**src/rtl/scale_cache_filler.sv**
```systemverilog
// scale_cache_filler
//   Fills the scale cache with one nearest-neighbour downscaled frame.
//   A raster-order source stream arrives over valid/ready; pixels whose
//   coordinates land on the fixed-point sample grid (pitch = step) are
//   written to the cache one cycle after they are accepted.
//
// Ports
//   clk, rst          clock, synchronous active-high reset
//   start             one-cycle frame start, sampled only in IDLE
//   step              source pixels per destination pixel, unsigned Q8.FRAC_BITS
//   in_valid/in_data  source pixel stream
//   in_ready          pixel accepted this cycle when in_valid is also high
//   scw_waddrY/X      cache row/column address
//   scw_wdata/scw_we  cache write data / enable
//   busy              frame in progress
//   done              one-cycle pulse at end of frame
//   wr_count          writes in the current/last frame
//                     (only with SCALE_CACHE_FILLER_WRCOUNT_EN defined)
//
// States
//   IDLE | waiting for start; step latched and counters cleared on start
//   FILL | accepting source pixels and writing sampled ones
//   DONE | one-cycle done pulse; final write may still be on the bus
module scale_cache_filler #(
  parameter int WORD_SIZE = 8,
  parameter int SRC_W     = 320,
  parameter int SRC_H     = 240,
  parameter int DST_W     = 64,
  parameter int DST_H     = 64,
  parameter int FRAC_BITS = 8,
  parameter int ACC_W     = 24
) (
  input  logic                         clk,
  input  logic                         rst,
  input  logic                         start,
  input  logic [15:0]                  step,
  input  logic                         in_valid,
  input  logic [WORD_SIZE-1:0]         in_data,
  output logic                         in_ready,
  output logic [$clog2(DST_H)-1:0]     scw_waddrY,
  output logic [$clog2(DST_W)-1:0]     scw_waddrX,
  output logic [WORD_SIZE-1:0]         scw_wdata,
  output logic                         scw_we,
  output logic                         busy,
  output logic                         done
`ifdef SCALE_CACHE_FILLER_WRCOUNT_EN
  ,
  output logic [$clog2(DST_W*DST_H+1)-1:0] wr_count
`endif
);

  localparam int SXW = $clog2(SRC_W);
  localparam int SYW = $clog2(SRC_H);
  localparam int DXW = $clog2(DST_W + 1);
  localparam int DYW = $clog2(DST_H + 1);
  localparam int AXW = $clog2(DST_W);
  localparam int AYW = $clog2(DST_H);
  localparam int IW  = ACC_W - FRAC_BITS;

  localparam logic [SXW-1:0] SX_LAST = SXW'(SRC_W - 1);
  localparam logic [SYW-1:0] SY_LAST = SYW'(SRC_H - 1);
  localparam logic [DXW-1:0] DX_LIM  = DXW'(DST_W);
  localparam logic [DYW-1:0] DY_LIM  = DYW'(DST_H);
  localparam logic [15:0]    STEP_ONE = 16'(1 << FRAC_BITS);

  typedef enum logic [1:0] {S_IDLE, S_FILL, S_DONE} state_t;

  state_t state_q, state_d;

  logic [15:0]    step_r;
  logic [SXW-1:0] sx;
  logic [SYW-1:0] sy;
  logic [DXW-1:0] dx;
  logic [DYW-1:0] dy;
  logic [ACC_W-1:0] nx, ny;

  logic accept, row_hit, col_hit, row_end, last_px, frame_start;

  // Sample-point matching uses only the integer part of the accumulators.
  assign row_hit = (IW'(sy) == ny[ACC_W-1:FRAC_BITS]) && (dy < DY_LIM);
  assign col_hit = row_hit && (IW'(sx) == nx[ACC_W-1:FRAC_BITS]) && (dx < DX_LIM);
  assign row_end = (sx == SX_LAST);
  assign last_px = row_end && (sy == SY_LAST);

  always_comb begin
    state_d     = state_q;
    in_ready    = 1'b0;
    busy        = 1'b0;
    done        = 1'b0;
    accept      = 1'b0;
    frame_start = 1'b0;
    case (state_q)
      S_IDLE: begin
        if (start) begin
          frame_start = 1'b1;
          state_d     = S_FILL;
        end
      end
      S_FILL: begin
        in_ready = 1'b1;
        busy     = 1'b1;
        accept   = in_valid;
        if (in_valid && last_px) state_d = S_DONE;
      end
      S_DONE: begin
        done    = 1'b1;
        state_d = S_IDLE;
      end
      default: state_d = S_IDLE;
    endcase
  end

  always_ff @(posedge clk) begin
    if (rst) state_q <= S_IDLE;
    else     state_q <= state_d;
  end

  always_ff @(posedge clk) begin
    if (rst) begin
      step_r     <= '0;
      sx         <= '0;
      sy         <= '0;
      dx         <= '0;
      dy         <= '0;
      nx         <= '0;
      ny         <= '0;
      scw_we     <= 1'b0;
      scw_waddrY <= '0;
      scw_waddrX <= '0;
      scw_wdata  <= '0;
    end else begin
      scw_we <= accept && col_hit;
      if (accept && col_hit) begin
        scw_waddrY <= dy[AYW-1:0];
        scw_waddrX <= dx[AXW-1:0];
        scw_wdata  <= in_data;
      end

      if (frame_start) begin
        // Steps below 1.0 would revisit source pixels; clamp to 1.0.
        step_r <= (step < STEP_ONE) ? STEP_ONE : step;
        sx     <= '0;
        sy     <= '0;
        dx     <= '0;
        dy     <= '0;
        nx     <= '0;
        ny     <= '0;
      end else if (accept) begin
        if (col_hit) begin
          nx <= nx + ACC_W'(step_r);
          dx <= dx + DXW'(1);
        end
        if (row_end) begin
          sx <= '0;
          nx <= '0;
          dx <= '0;
          sy <= sy + SYW'(1);
          if (row_hit) begin
            ny <= ny + ACC_W'(step_r);
            dy <= dy + DYW'(1);
          end
        end else begin
          sx <= sx + SXW'(1);
        end
      end
    end
  end

`ifdef SCALE_CACHE_FILLER_WRCOUNT_EN
  always_ff @(posedge clk) begin
    if (rst || frame_start) wr_count <= '0;
    else if (scw_we)        wr_count <= wr_count + 1'b1;
  end
`endif

endmodule
```
**config.mk**
```make
export PLATFORM = sky130hd
export DESIGN_NAME = scale_cache_filler
export DESIGN_NICKNAME = d
export VERILOG_FILES = /design/src/rtl/scale_cache_filler.sv
export SDC_FILE = /design/constraint.sdc
export NUM_CORES = 1
export LEC_CHECK = 0
export CORE_UTILIZATION = 60
export CTS_BUF_LIST = sky130_fd_sc_hd__clkbuf_4
export CTS_CLUSTER_SIZE = 16
export DETAILED_ROUTE_END_ITERATION = 10
export GPL_ROUTABILITY_DRIVEN = 0
export PLACE_DENSITY = 0.93
export SLEW_MARGIN = 20
export SYNTH_ARGS = -nofsm -noshare
export SYNTH_HDL_FRONTEND = slang
export SYNTH_SLANG_ARGS = --single-unit
```
**constraint.sdc**
```tcl
create_clock -name clk -period 3.6 [get_ports clk]
set_input_delay 1.08 -clock clk [delete_from_list [all_inputs] [get_ports clk]]
set_output_delay 1.08 -clock clk [all_outputs]
set_load 0.005 [all_outputs]
```
; ---- Word level (Yosys, flattened, before mapping)
; Index checks and enable logic that the tools add are counted.
[totals]
regBits = 118
input_bits = 28
[classes]
n_addsub = 6
n_lt_le_gt_ge = 3
eq_ne = 8
mux = 14
reduce_logical = 13
[op_table]
columns = op, n
row1 = $add A24 B16 Y24, 2
row2 = $mux W24, 2
row3 = $eq A8 B16 Y1, 1
row4 = $eq A9 B16 Y1, 1
row5 = $lt A16 B9 Y1 const B, 1
row6 = $mux W16, 1
row7 = $add A7 B1 Y7 const B, 2
row8 = $lt A7 B7 Y1 const B, 2
row9 = $mux W7, 2
row10 = $add A9 B1 Y9 const B, 1
row11 = $eq A9 B9 Y1 const B, 1
row12 = $mux W9, 1
row13 = $add A8 B1 Y8 const B, 1
row14 = $eq A8 B8 Y1 const B, 1
row15 = $logic_and A1 B1 Y1, 6
row16 = $reduce_and A2 Y1, 3
row17 = $mux W1, 5
row18 = $mux W2, 2
row19 = $ne A2 B2 Y1 const B, 2
row20 = $pmux W2 S2, 1
row21 = $reduce_and A3 Y1, 1
row22 = $eq A2 B1 Y1 const B, 1
row23 = $eq A2 B2 Y1 const B, 1
row24 = $logic_not A2 Y1, 1
row25 = 2 further kinds, 2

; ---- Logic depth before layout (Yosys ltp)
[logic_depth]
depth_word = 6
depth_mapped = 10

; ---- Worst setup path before layout
; OpenSTA, ideal clock, no wires.
[synth_timing]
path_type = in2reg
startpoint = input in_valid
endpoint = register dx[5]
setup_ns = 0.128
t_arrival_ns = 2.444
setup_slack_ns = 1.028
path_stages = 8
cell_sequence = and2_1 -> clkbuf_1 -> nand3_1 -> or4_4 -> nand2_2 -> nand4_1 -> xor2_1 -> nor2_1
[synth_between]
elab_chain_cells = 2
[synth_rtl]
columns = item, line
row1 = "start, declared", 37  ; input logic in_valid,
row2 = $mux W1, 92  ; case (state_q)
row3 = $reduce_and A2 Y1 (no source line), n/a
row4 = "end signal, assigned", 151  ; dx <= dx + DXW'(1);
row5 = "end, declared", 73  ; logic [DXW-1:0] dx;
; Every way passes these cells.
; A chain may end at the register's enable or synchronous reset.

; ---- Final worst setup path
[layout_timing]
startpoint = register step_r[0]
endpoint = register nx[16]
[layout_between]
elab_chain_cells = 3
[layout_rtl]
columns = item, line
row1 = "start, declared", 70  ; logic [15:0] step_r;
row2 = "start signal, assigned", 141  ; step_r <= (step < STEP_ONE) ? STEP_ONE : step;
row3 = $add A24 B16 Y24, 150  ; nx <= nx + ACC_W'(step_r);
row4 = $mux W24, 149  ; if (col_hit) begin
row5 = $mux W24, 153  ; if (row_end) begin
row6 = "end signal, assigned", 150
row7 = "end, declared", 75  ; logic [ACC_W-1:0] nx, ny;
; Every way passes these cells. The select of a mux whose other input is x is not followed.

==> impl_metrics.tcl <==
set metrics [dict create \
    grt_use_total 0.290 \
    rsz0062_at_grt "false" \
    post_cts_buffers 0 \
    num_vias 5353 \
    layout_commonest_cell "dfxtp_1" \
    rr_worst_depth 10 \
    place_area_sq_um 6540 \
    synthToLayoutAreaGrowth_pct 16.1 \
    grt_pass1_wl_mm 23.1 \
    endpoint "nx[16]" \
    grt_overflow 0 \
    rows 35 \
    avgRoutedWirePerCell_um 15.8 \
    drt_iter0_markers 293 \
    p_leak_uw 0.00263 \
    fillers 689 \
    core_region_area_sq_um 9370 \
    cts.path.max_buffers 2 \
    synthesis.nets 764 \
    synth_top_area_share 0.402 \
    setup_violations 0 \
    mostFrequentLayoutCells "dfxtp_1, nand2_1, a21oi_1" \
    clock-sinks 118 \
    antenna_found_initial 0 \
    ys_warn_count 0 \
    critPathLaunch "step_r[0]" \
    htreeDepth 4 \
    path_cells "ha_1 -> fa_1 -> a211oi_1 -> o21bai_1 -> o2111ai_1 -> a21boi_0 -> o22a_1 -> a41oi_1 -> o21ai_0 -> a21oi_1" \
    clk_pin_slew_ns 0.13 \
    drc_errors 0 \
    wl_mm 14.2 \
    cts_tree "built" \
    synth_flop_cell "dfxtp_1" \
    whs_ns 0.459 \
    synth_top_area_cell "dfxtp_1" \
    cts-buffers-inserted 17 \
    crit_required_ns 4.06 \
    cp-end-kind "flop" \
    synthDistinctLibCells 54 \
    grt_max_degree 34 \
    cp_max_fo 4 \
    crit_family "compound AO/OA/AOI/OAI gates" \
    grtUsageMet3 0.0555 \
    root_buffer "clkbuf_4" \
    clock_skew_ns 0.0191 \
    r2r_end "nx[16]" \
    diodes 0 \
    hold_viol_final 0 \
    dr.pass1.iters 5 \
    cp.arrival_ns 3.52 \
    synth_area_leaders "dfxtp_1, ha_1, nand2_1" \
    start_kind "flop" \
    syn_avg_cell_area_sq_um 8.42 \
    maxCapViolCount 0 \
    die_h_um 101 \
    ys_seq_area_frac 0.402 \
    insertion_delay_ns 0.53 \
    cpPeakStageDelay_ns 0.43 \
    busiest_layer "met2" \
    min_from "scw_waddrY[3]" \
    hold_path.class "flop to flop" \
    finalPower_uw 2530 \
    r2r-start "step_r[0]" \
    die_w_um 101 \
    power_per_cell_area_nw_per_um2 371 \
    vdd_drop_max_mv 0.263 \
    syn_inst 698 \
    fmax_ghz 0.327 \
    syn-cell-area_sq_um 5880 \
    postCtsHoldBufs 0 \
    dieArea_sq_um 10200 \
    drive_gt1_frac 0.0705 \
    slew_viol_final 0 \
    worst_pin_slew_ns 0.780 \
    via_per_inst 5.98 \
    path_buf_inv 0 \
    final_area_sq_um 6820 \
    post_cts_resized 0 \
    dp_hpwl_mm 10.2 \
    status "completed" \
    critPathKind "flop to flop" \
    async_reset_ff_frac 0 \
    grt_use_met2 0.512 \
    ff2ff_setup_slack_ns 0.54 \
    fin_crit_sh 0.850 \
    synth-seq-cells 118 \
    start_util 0.627 \
    met1_usage 0.321 \
    portBuffers 51 \
    slew-limit-headroom 0.473 \
    synth-edff-count 0 \
    pin_count 52 \
    crit_path_top_delay_cell "fa_1" \
    first_global_vias 5146 \
    detail-route-antenna-nets 0 \
    final_net_count 819 \
    path_depth 10 \
    layout_min_cycle_time_ns 3.06 \
    tns_ns 0 \
]
## state kept, by name, summed over array words and instances (netlist names)
signal      flops
nx             24
ny             24
step_r         16
sx              9
scw_wdata       8
sy              8
dx              7
dy              7
scw_waddrX      6
scw_waddrY      6
state_q         2
scw_we          1
## area by class of cell
type | count | area [sq um] | area share
repair buffers | 64 | 608 | 0.0891
flip-flops and latches | 118 | 2360 | 0.346
clock inverters | 15 | 159 | 0.0233
inverters | 6 | 22.5 | 0.00330
clock buffers | 17 | 128 | 0.0187
well taps | 129 | 161 | 0.0237
multi-input cells | 546 | 3380 | 0.496
## synthesized netlist by cell type (3+ instances only)
library cell	instances
a211oi_1	6
a21o_1	6
a21oi_1	74
a22o_1	8
a31oi_1	4
and2_1	10
and3_1	5
buf_2	3
clkbuf_1	23
dfxtp_1	118
ha_1	36
inv_1	6
mux2i_1	7
nand2_1	116
nand3_1	28
nand3b_1	3
nand4_1	13
nor2_1	61
nor2b_1	5
nor3_1	12
nor4_1	8
o211ai_1	3
o21a_1	6
o21ai_0	29
o21bai_1	5
or3_1	5
xnor2_1	38
xor2_1	26
## worst reg2reg max path: cells and delay by family (launching register included)
family / cells / cell delay, ns
AOI/OAI and AO/OA: 8 / 1.96
adders and majority gates: 2 / 0.68
DFF: 1 / 0.36
## report_power, final
part / total (uW) / internal (uW) / switching, uW / leakage, uW
clock: 955 / 372 / 583 / 0.000148
combinational: 225 / 98.8 / 127 / 0.00153
sequential: 1350 / 1330 / 23.1 / 0.000954
## cell families (layout without fill, tap and decap cells)
kind of cell / Yosys count / after routing / synth area share
multiplexers: 7 / 7 / 0.0119
flip-flops: 118 / 118 / 0.402
buffers and inverters: 34 / 102 / 0.0243
AND/OR/NAND/NOR: 284 / 284 / 0.228
AO/OA/AOI/OAI: 153 / 153 / 0.155
adder cells (fa/ha/maj): 38 / 38 / 0.0835
XOR/XNOR: 64 / 64 / 0.0954
## layer usage
| layer | part of all wire | vias to the layer above | routed length (um) |
|---|---|---|---|
| li1 | - | 2571 | - |
| met1 | 0.40 | 2484 | 5670 |
| met2 | 0.49 | 239 | 7000 |
| met3 | 0.062 | 59 | 883 |
| met4 | 0.043 | 0 | 614 |
| met5 | 0 | - | 0 |
## worst min-delay path by stage
| stage | end | slack (ns) | depth (start not counted) |
|---|---|---|---|
| 2_1_floorplan | ny[20] | 0.43 | 1 |
| 3_3_place_gp | scw_waddrY[5] | 0.44 | 2 |
| 3_5_place_dp | scw_waddrY[3] | 0.45 | 2 |
| 4_1_cts | scw_waddrY[3] | 0.46 | 2 |
| 5_1_grt | scw_waddrY[3] | 0.48 | 2 |
| 6_report | scw_waddrY[3] | 0.46 | 2 |
## metrics by stage
step | util | setup slack, ns | instances
5_1_grt | 0.728 | 0.327 | 895
3_5_place_dp | 0.697 | 0.393 | 863
3_3_place_gp | 0.697 | 0.483 | 863
2_1_floorplan | - | 1.03 | 698
6_report | 0.728 | 0.540 | 895
4_1_cts | 0.728 | 0.575 | 895
(Power assumes the default switching activity.)
